## src/rtl/mini_alu_pkg.sv

```systemverilog
// mini_alu_pkg: shared defaults, accumulator limits and the saturation helper
// for the mini ALU accumulators.
package mini_alu_pkg;

    localparam int WIDTH_DEF = 16;   // magnitude width of the incoming difference
    localparam int ACC_W_DEF = 20;   // signed accumulator width, must exceed WIDTH
    localparam int CNT_W_DEF = 8;    // accepted-sample counter width

    // Limits of the default-width accumulator
    localparam logic signed [ACC_W_DEF-1:0] ACC_MAX = {1'b0, {(ACC_W_DEF-1){1'b1}}};
    localparam logic signed [ACC_W_DEF-1:0] ACC_MIN = {1'b1, {(ACC_W_DEF-1){1'b0}}};

    // The helper works on a wide signed carrier so any accumulator up to
    // 63 bits can reuse it; the caller truncates the result to its width.
    localparam int SAT_W = 64;

    typedef struct packed {
        logic                    sat;
        logic signed [SAT_W-1:0] value;
    } sat_result_t;

    // Clamp a sign-extended (acc_w+1)-bit sum into the signed acc_w-bit range
    // and report whether clamping happened.
    function automatic sat_result_t saturate(input logic signed [SAT_W-1:0] sum,
                                             input int unsigned             acc_w);
        logic signed [SAT_W-1:0] max_v;
        logic signed [SAT_W-1:0] min_v;
        sat_result_t             res;
        max_v     = (64'sd1 <<< (acc_w - 1)) - 64'sd1;
        min_v     = -max_v - 64'sd1;
        res.sat   = 1'b0;
        res.value = sum;
        if (sum > max_v) begin
            res.sat   = 1'b1;
            res.value = max_v;
        end else if (sum < min_v) begin
            res.sat   = 1'b1;
            res.value = min_v;
        end
        return res;
    endfunction

endpackage

```

## src/rtl/mini_alu_sm_decode.sv

```systemverilog
// mini_alu_sm_decode: sign-magnitude to two's complement conversion of the
// subtractor result. Purely combinational. negzero flags the "-0" pattern,
// which the subtractor never emits.
module mini_alu_sm_decode
    import mini_alu_pkg::*;
#(
    parameter int WIDTH = WIDTH_DEF,
    parameter int ACC_W = ACC_W_DEF
) (
    input  logic [WIDTH-1:0]  in_mag,
    input  logic              in_neg,
    output logic signed [ACC_W:0] value,
    output logic              negzero
);

    logic signed [ACC_W:0] mag_ext;

    // Zero-extend the magnitude one bit past the accumulator, then apply the sign
    always_comb begin
        mag_ext = {{(ACC_W + 1 - WIDTH){1'b0}}, in_mag};
        negzero = in_neg && (in_mag == '0);
        value   = in_neg ? -mag_ext : mag_ext;
    end

endmodule

```

## src/rtl/mini_alu_16bit_sm_acc.sv

```systemverilog
// mini_alu_16bit_sm_acc: saturating signed running sum of sign-magnitude
// subtractor results. Two pipeline stages (decode register, accumulator /
// output register) with valid/ready on both sides and full-rate throughput.
// Optional build macro MINI_ALU_SM_ACC_NEGZERO_ERR_EN adds the sticky
// err_negzero output for the illegal "-0" encoding.
module mini_alu_16bit_sm_acc
    import mini_alu_pkg::*;
#(
    parameter int WIDTH = WIDTH_DEF,
    parameter int ACC_W = ACC_W_DEF,
    parameter int CNT_W = CNT_W_DEF
) (
    input  logic             clk,
    input  logic             rst,
    input  logic             clear,
    input  logic             in_valid,
    output logic             in_ready,
    input  logic [WIDTH-1:0] in_mag,
    input  logic             in_neg,
    output logic             out_valid,
    input  logic             out_ready,
    output logic [ACC_W-1:0] out_value,
    output logic [CNT_W-1:0] out_count,
    output logic             out_sat
`ifdef MINI_ALU_SM_ACC_NEGZERO_ERR_EN
    ,
    output logic             err_negzero
`endif
);

    // Stage 1 (decoded sample) and stage 2 (accumulator / output) state
    logic                    s1_valid_reg;
    logic signed [ACC_W:0]   s1_value_reg;
    logic                    out_valid_reg;
    logic signed [ACC_W-1:0] acc_reg;
    logic [CNT_W-1:0]        count_reg;
    logic                    sat_reg;

    logic signed [ACC_W:0]   dec_value;
    logic                    dec_negzero;
    logic signed [ACC_W:0]   s1_load_value;
    logic                    s1_advance;
    logic                    accept;
    logic                    s2_load;
    logic signed [ACC_W:0]   sum_next;
    logic signed [SAT_W-1:0] sum_wide;
    sat_result_t             sat_res;
    logic signed [ACC_W-1:0] acc_next;

    mini_alu_sm_decode #(
        .WIDTH (WIDTH),
        .ACC_W (ACC_W)
    ) u_decode (
        .in_mag  (in_mag),
        .in_neg  (in_neg),
        .value   (dec_value),
        .negzero (dec_negzero)
    );

    // Handshake: stage 1 drains whenever the output slot is free or being read,
    // so in_ready follows out_ready combinationally and no bubble is inserted.
    // clear blocks acceptance so a colliding sample is dropped, not half-loaded.
    always_comb begin
        s1_advance    = !out_valid_reg || out_ready;
        in_ready      = !clear && (!s1_valid_reg || s1_advance);
        accept        = in_valid && in_ready;
        s2_load       = s1_valid_reg && s1_advance;
        // The illegal -0 pattern is pinned to +0 regardless of how it decodes
        s1_load_value = dec_negzero ? '0 : dec_value;
    end

    // Accumulate one bit wider than the accumulator, then clamp back into range
    always_comb begin
        sum_next = {acc_reg[ACC_W-1], acc_reg} + s1_value_reg;
        sum_wide = {{(SAT_W - ACC_W - 1){sum_next[ACC_W]}}, sum_next};
        sat_res  = saturate(sum_wide, ACC_W);
        acc_next = ACC_W'(sat_res.value);
    end

    // Stage 1 register: load on accept, empty when its sample moves on unreplaced
    always_ff @(posedge clk or posedge rst) begin
        if (rst) begin
            s1_valid_reg <= 1'b0;
            s1_value_reg <= '0;
        end else if (clear) begin
            s1_valid_reg <= 1'b0;
            s1_value_reg <= '0;
        end else if (accept) begin
            s1_valid_reg <= 1'b1;
            s1_value_reg <= s1_load_value;
        end else if (s2_load) begin
            s1_valid_reg <= 1'b0;
        end
    end

    // Stage 2 register: accumulator doubles as the held output value
    always_ff @(posedge clk or posedge rst) begin
        if (rst) begin
            out_valid_reg <= 1'b0;
            acc_reg       <= '0;
            count_reg     <= '0;
            sat_reg       <= 1'b0;
        end else if (clear) begin
            out_valid_reg <= 1'b0;
            acc_reg       <= '0;
            count_reg     <= '0;
            sat_reg       <= 1'b0;
        end else if (s2_load) begin
            out_valid_reg <= 1'b1;
            acc_reg       <= acc_next;
            count_reg     <= count_reg + CNT_W'(1);
            sat_reg       <= sat_reg | sat_res.sat;
        end else if (out_ready) begin
            out_valid_reg <= 1'b0;
        end
    end

`ifdef MINI_ALU_SM_ACC_NEGZERO_ERR_EN
    logic negzero_reg;

    // Sticky record of an accepted -0 sample
    always_ff @(posedge clk or posedge rst) begin
        if (rst) begin
            negzero_reg <= 1'b0;
        end else if (clear) begin
            negzero_reg <= 1'b0;
        end else if (accept && dec_negzero) begin
            negzero_reg <= 1'b1;
        end
    end

    assign err_negzero = negzero_reg;
`endif

    assign out_valid = out_valid_reg;
    assign out_value = acc_reg;
    assign out_count = count_reg;
    assign out_sat   = sat_reg;

endmodule

```

## config.mk

```make
export PLATFORM = sky130hd
export DESIGN_NAME = mini_alu_16bit_sm_acc
export DESIGN_NICKNAME = d
export VERILOG_FILES = /design/src/rtl/mini_alu_pkg.sv /design/src/rtl/mini_alu_sm_decode.sv /design/src/rtl/mini_alu_16bit_sm_acc.sv
export SDC_FILE = /design/constraint.sdc
export NUM_CORES = 1
export LEC_CHECK = 0
export BUFFER_PORTS_ARGS = -buffer_cell sky130_fd_sc_hd__buf_4
export CAP_MARGIN = 20
export CORE_ASPECT_RATIO = 2
export CORE_MARGIN = 2
export CORE_UTILIZATION = 58
export DETAILED_ROUTE_END_ITERATION = 12
export PLACE_DENSITY = 0.82
export SETUP_SLACK_MARGIN = 0.02
export SLEW_MARGIN = 20
export SYNTH_ARGS = -nofsm -noshare
export SYNTH_HDL_FRONTEND = slang
export SYNTH_SLANG_ARGS = --single-unit
```

## constraint.sdc

```tcl
create_clock -name clk -period 6.2 [get_ports clk]
set_input_delay 0.93 -clock clk [delete_from_list [all_inputs] [get_ports clk]]
set_output_delay 0.93 -clock clk [all_outputs]
set_load 0.02 [all_outputs]
```

==> results by group <==
Detailed routing
  – First-pass DRT Iterations: 4
  – Routed wirelength normalized by instance count: 17.2 um
  – Total detailed-routing wirelength: 7940 um
  – Remaining antenna violation count: 0
  – Vias: 2,843
  – Initial DRC count: 88
  – Drt via density: 6.17
  – DRC violation count after routing: 0

Setup path
  – Top delay family on crit path: compound AO/OA/AOI/OAI gates
  – Critical path cell sequence: ha_1, inv_1, fa_1, nor2b_1, o31a_1, o41ai_4, o211ai_2, a21oi_4, xnor2_1, a21oi_2, nor2_2, a221o_1
  – Buffering stage count on the worst path with inverters included: 1
  – Register-to-register setup slack: 2.88 ns
  – FF-to-FF path depth: 12
  – Arrival time of the worst setup path: 3.58 ns
  – CP Max Fanout: 19
  – Setup Crit Path Kind: register to register
  – Reg-to-Reg End: out_value[18]$_DFFE_PP0P_
  – Launch point of the worst reg-to-reg path: out_value[0]$_DFFE_PP0P_
  – Largest incremental delay on the critical path: 0.69 ns
  – Kind of end point of the critical path: register
  – Kind of start point of the critical path: register
  – Crit path required time: 6.46 ns
  – Slowest CP cell: sky130_fd_sc_hd__nor2_2

Placed design
  – Worst slack, placed: 2.84 ns
  – Port-buffer cells: 52
  – Hpwl dp: 6030 um
  – Cell Count Post-Placement: 453
  – Final weighted congestion in routability-driven placement: 0.842
  – Post-Place Cell Area: 3730 um^2

STA
  – Final setup margin: 2.88 ns
  – Count of final setup violators: 0
  – Max transition margin: 39.8%
  – Setup TNS: 0 ns
  – Layout Skew: 0.00463 ns
  – Unrepaired setup endpoints after global routing: no
  – Fin. max-slew vios: 0
  – Achievable clock frequency: 301 MHz
  – Share of the clock period used by the worst path after layout: 53.6%
  – Worst hold slack: 0.488 ns
  – Actual slew at the worst max-slew pin: 0.900 ns
  – Clock period minus final worst setup slack: 3.32 ns
  – Hold Fails Final Rpt: 0

Synth
  – Post-synthesis xor/xnor area fraction: 9.82%
  – Cell taking the most area after synthesis: sky130_fd_sc_hd__dfrtp_1
  – Adder and majority gate portion of the synthesized area: 8.95%
  – Warnings, synthesis: 0
  – Most used flip-flop cell after synthesis: sky130_fd_sc_hd__dfrtp_1
  – Syn Nets: 393
  – Mapped Area: 3300 um^2
  – Basic-gate share of the synthesized area counting and, or, nand and nor cells: 14.7%
  – Main combinational cell family by area after synthesis: compound AO/OA/AOI/OAI gates
  – Instance count of the mapped netlist: 348
  – Flops & latches, synth: 52
  – Proportion of synthesized area in mux cells: 0.303%
  – Post-synthesis sequential area ratio: 39.4%
  – Yosys top cell area share: 39.4%
  – Synth top area cells: sky130_fd_sc_hd__dfrtp_1, sky130_fd_sc_hd__ha_1, sky130_fd_sc_hd__a221o_1
  – Yosys cell types: 50
  – Compound-cell area share of the yosys netlist: 23.8%
  – Average footprint of a synthesized cell: 9.48 um^2
  – Number of enable flip-flop cells after synthesis: 0
  – FFs w/ async S/R, synth: 100%

Min path
  – Hold path startpoint: s1_value_reg[18]$_DFFE_PP0P_
  – Worst hold endpoint: s1_value_reg[18]$_DFFE_PP0P_
  – Cell count of the worst hold path: 1
  – Class of the tightest hold or removal check: register to register

Power and ir drop
  – Internal power contribution: 0.568 mW
  – Total chip power: 0.809 mW
  – Static Leakage: 1.89 nW
  – Logic pwr share: 22.3%
  – Flop pwr share: 46.7%
  – Pwr/cell area: 209 nW/um^2
  – Switch share: 29.8%
  – Worst IR Drop VDD: 287 uV
  – Clock network fraction of design power: 31.0%
  – Psw: 0.241 mW

CTS
  – Buffers from clock root to sink, at most: 2
  – # clock sinks: 52
  – Clk pin slew, worst setup/hold paths: 0.10 ns
  – Post-CTS sizing: 0
  – TritonCTS clock tree: built
  – Source-to-sink clock delay at the later pin of the worst-skew pair: 0.32 ns
  – Number of buffers created by CTS: 5
  – Buffers inserted during post-CTS setup optimization: 0
  – CTS H-tree depth: 2
  – # hold bufs at CTS: 0
  – Master cell of the clock root buffer: sky130_fd_sc_hd__clkbuf_8

Job
  – Max Cap Violations: 0

Floorplan
  – Number of standard-cell rows in the floorplan: 38
  – I/O pin total: 53
  – Total die area: 6350 um^2
  – Effective utilization at floorplan: 60.4%
  – Core area: 5470 um^2
  – Vert. Die Dim: 111 um
  – Die X-Extent: 57.3 um

Finish
  – Fin util: 70.7%
  – Fill cells: 419
  – # diodes: 0
  – Flip-flop count of the largest register after layout: 21
  – Final design instance area without fill: 3860 um^2
  – Total number of nets in the final design: 445
  – Growth of design area from synthesis to finish: 17.1%
  – Non-filler cells in the finished layout: 461
  – Fraction of layout cells with a size suffix above 1: 17.7%

Run status
  – Run status: finished clean

Global routing
  – Maximum number of pins on one net before global-route repair: 53
  – Total global routing overflow: 0
  – Via count of the first global-routing pass: 2,858
  – Wire length of the first global-routing pass: 13,000 um
  – Number of antenna violations at the first check in global routing: 0
  – GRT Total Usage: 25.9%
==> metal layers <==
| layer | vias up | wire [um] | GRT usage, % |
|---|---|---|---|
| li1 | 1378 | - | - |
| met2 | 79 | 4420 | 47.0 |
| met3 | 24 | 249 | 4.08 |
| met4 | 0 | 278 | 12.7 |
| met5 | - | 0 | 0 |
| met1 | 1362 | 2990 | 27.8 |
==> cells in the mapped netlist, types with 2 or more instances <==
| cell type | n |
|---|---|
| sky130_fd_sc_hd__dfrtp_1 | 52 |
| sky130_fd_sc_hd__nand2_1 | 37 |
| sky130_fd_sc_hd__o21ai_0 | 27 |
| sky130_fd_sc_hd__a21oi_1 | 26 |
| sky130_fd_sc_hd__nor2_1 | 24 |
| sky130_fd_sc_hd__ha_1 | 22 |
| sky130_fd_sc_hd__xor2_1 | 19 |
| sky130_fd_sc_hd__xnor2_1 | 18 |
| sky130_fd_sc_hd__a221o_1 | 17 |
| sky130_fd_sc_hd__inv_1 | 14 |
| sky130_fd_sc_hd__a21o_1 | 10 |
| sky130_fd_sc_hd__or3_1 | 7 |
| sky130_fd_sc_hd__clkbuf_1 | 6 |
| sky130_fd_sc_hd__o21bai_1 | 6 |
| sky130_fd_sc_hd__nand3_1 | 5 |
| sky130_fd_sc_hd__nand4_1 | 5 |
| sky130_fd_sc_hd__nor2b_1 | 5 |
| sky130_fd_sc_hd__o31ai_1 | 4 |
| sky130_fd_sc_hd__a211oi_1 | 3 |
| sky130_fd_sc_hd__a22o_1 | 2 |
| sky130_fd_sc_hd__a31oi_1 | 2 |
| sky130_fd_sc_hd__and3_1 | 2 |
| sky130_fd_sc_hd__nand2b_1 | 2 |
| sky130_fd_sc_hd__nand3b_1 | 2 |
| sky130_fd_sc_hd__nor3_1 | 2 |
| sky130_fd_sc_hd__o21a_1 | 2 |
| sky130_fd_sc_hd__o22ai_1 | 2 |
| sky130_fd_sc_hd__o41ai_1 | 2 |
| sky130_fd_sc_hd__or4_1 | 2 |
==> area by class of cell <==
cell class / instances / area, um^2 / area share [%]
clock inverters: 2 / 38.8 / 1.00
flip-flops and latches: 52 / 1300 / 33.7
well taps: 60 / 75.1 / 1.94
inverters: 14 / 53.8 / 1.39
clock buffers: 6 / 82.6 / 2.14
multi-input cells: 273 / 1910 / 49.4
repair buffers: 54 / 405 / 10.5
==> cells by family (layout without fill, tap and decap cells) <==
group,count (synthesis),in the layout
AO/OA/AOI/OAI,111,111
AND/OR/NAND/NOR,101,101
flip-flops,52,52
XOR/XNOR,37,37
adder cells (fa/ha/maj),23,23
buffers and inverters,23,76
multiplexers,1,1
==> how the worst max path moves through the flow <==
stage	slack, ns	startpoint	cells after the start	end
final	2.88	out_value[0]$_DFFE_PP0P_	12	out_value[18]$_DFFE_PP0P_
after global routing	2.68	out_value[0]$_DFFE_PP0P_	12	out_value[15]$_DFFE_PP0P_
after CTS	2.83	out_value[0]$_DFFE_PP0P_	11	out_value[18]$_DFFE_PP0P_
after detailed placement	2.84	in_mag[5]	7	s1_value_reg[13]$_DFFE_PP0P_
after global placement	2.84	in_mag[5]	7	s1_value_reg[3]$_DFFE_PP0P_
after floorplan	3.23	in_mag[5]	7	s1_value_reg[12]$_DFFE_PP0P_
==> power groups by stage <==
stage / clock, mW / combinational [mW] / sequential (mW)
2_1_floorplan: 0 / 0.112 / 0.391
3_3_place_gp: 0 / 0.174 / 0.383
3_5_place_dp: 0 / 0.178 / 0.384
4_1_cts: 0.255 / 0.180 / 0.378
5_1_grt: 0.265 / 0.198 / 0.381
6_report: 0.250 / 0.181 / 0.378
==> cell usage in the layout, fill, tap and decap left out, types with 2 or more instances in the layout <==
cell type and n:
sky130_fd_sc_hd__nand4_1 5, sky130_fd_sc_hd__a22o_1 2, sky130_fd_sc_hd__nor2_1 24, sky130_fd_sc_hd__nor3_1 2, sky130_fd_sc_hd__or4_1 2, sky130_fd_sc_hd__nand3b_1 2
sky130_fd_sc_hd__ha_1 22, sky130_fd_sc_hd__and3_1 2, sky130_fd_sc_hd__o41ai_1 2, sky130_fd_sc_hd__a211oi_1 3, sky130_fd_sc_hd__nor2b_1 5, sky130_fd_sc_hd__or3_1 7
sky130_fd_sc_hd__o31ai_1 4, sky130_fd_sc_hd__o21ai_0 27, sky130_fd_sc_hd__o21bai_1 6, sky130_fd_sc_hd__a21o_1 10, sky130_fd_sc_hd__nand2_1 37, sky130_fd_sc_hd__a31oi_1 2
sky130_fd_sc_hd__o21a_1 2, sky130_fd_sc_hd__xor2_1 19, sky130_fd_sc_hd__nand2b_1 2, sky130_fd_sc_hd__xnor2_1 18, sky130_fd_sc_hd__a21oi_1 26, sky130_fd_sc_hd__inv_1 13
sky130_fd_sc_hd__dfrtp_1 52, sky130_fd_sc_hd__o22ai_1 2, sky130_fd_sc_hd__a221o_1 17, sky130_fd_sc_hd__clkbuf_8 6, sky130_fd_sc_hd__buf_4 54, sky130_fd_sc_hd__nand3_1 5
Power figures use the tool's default switching activity.
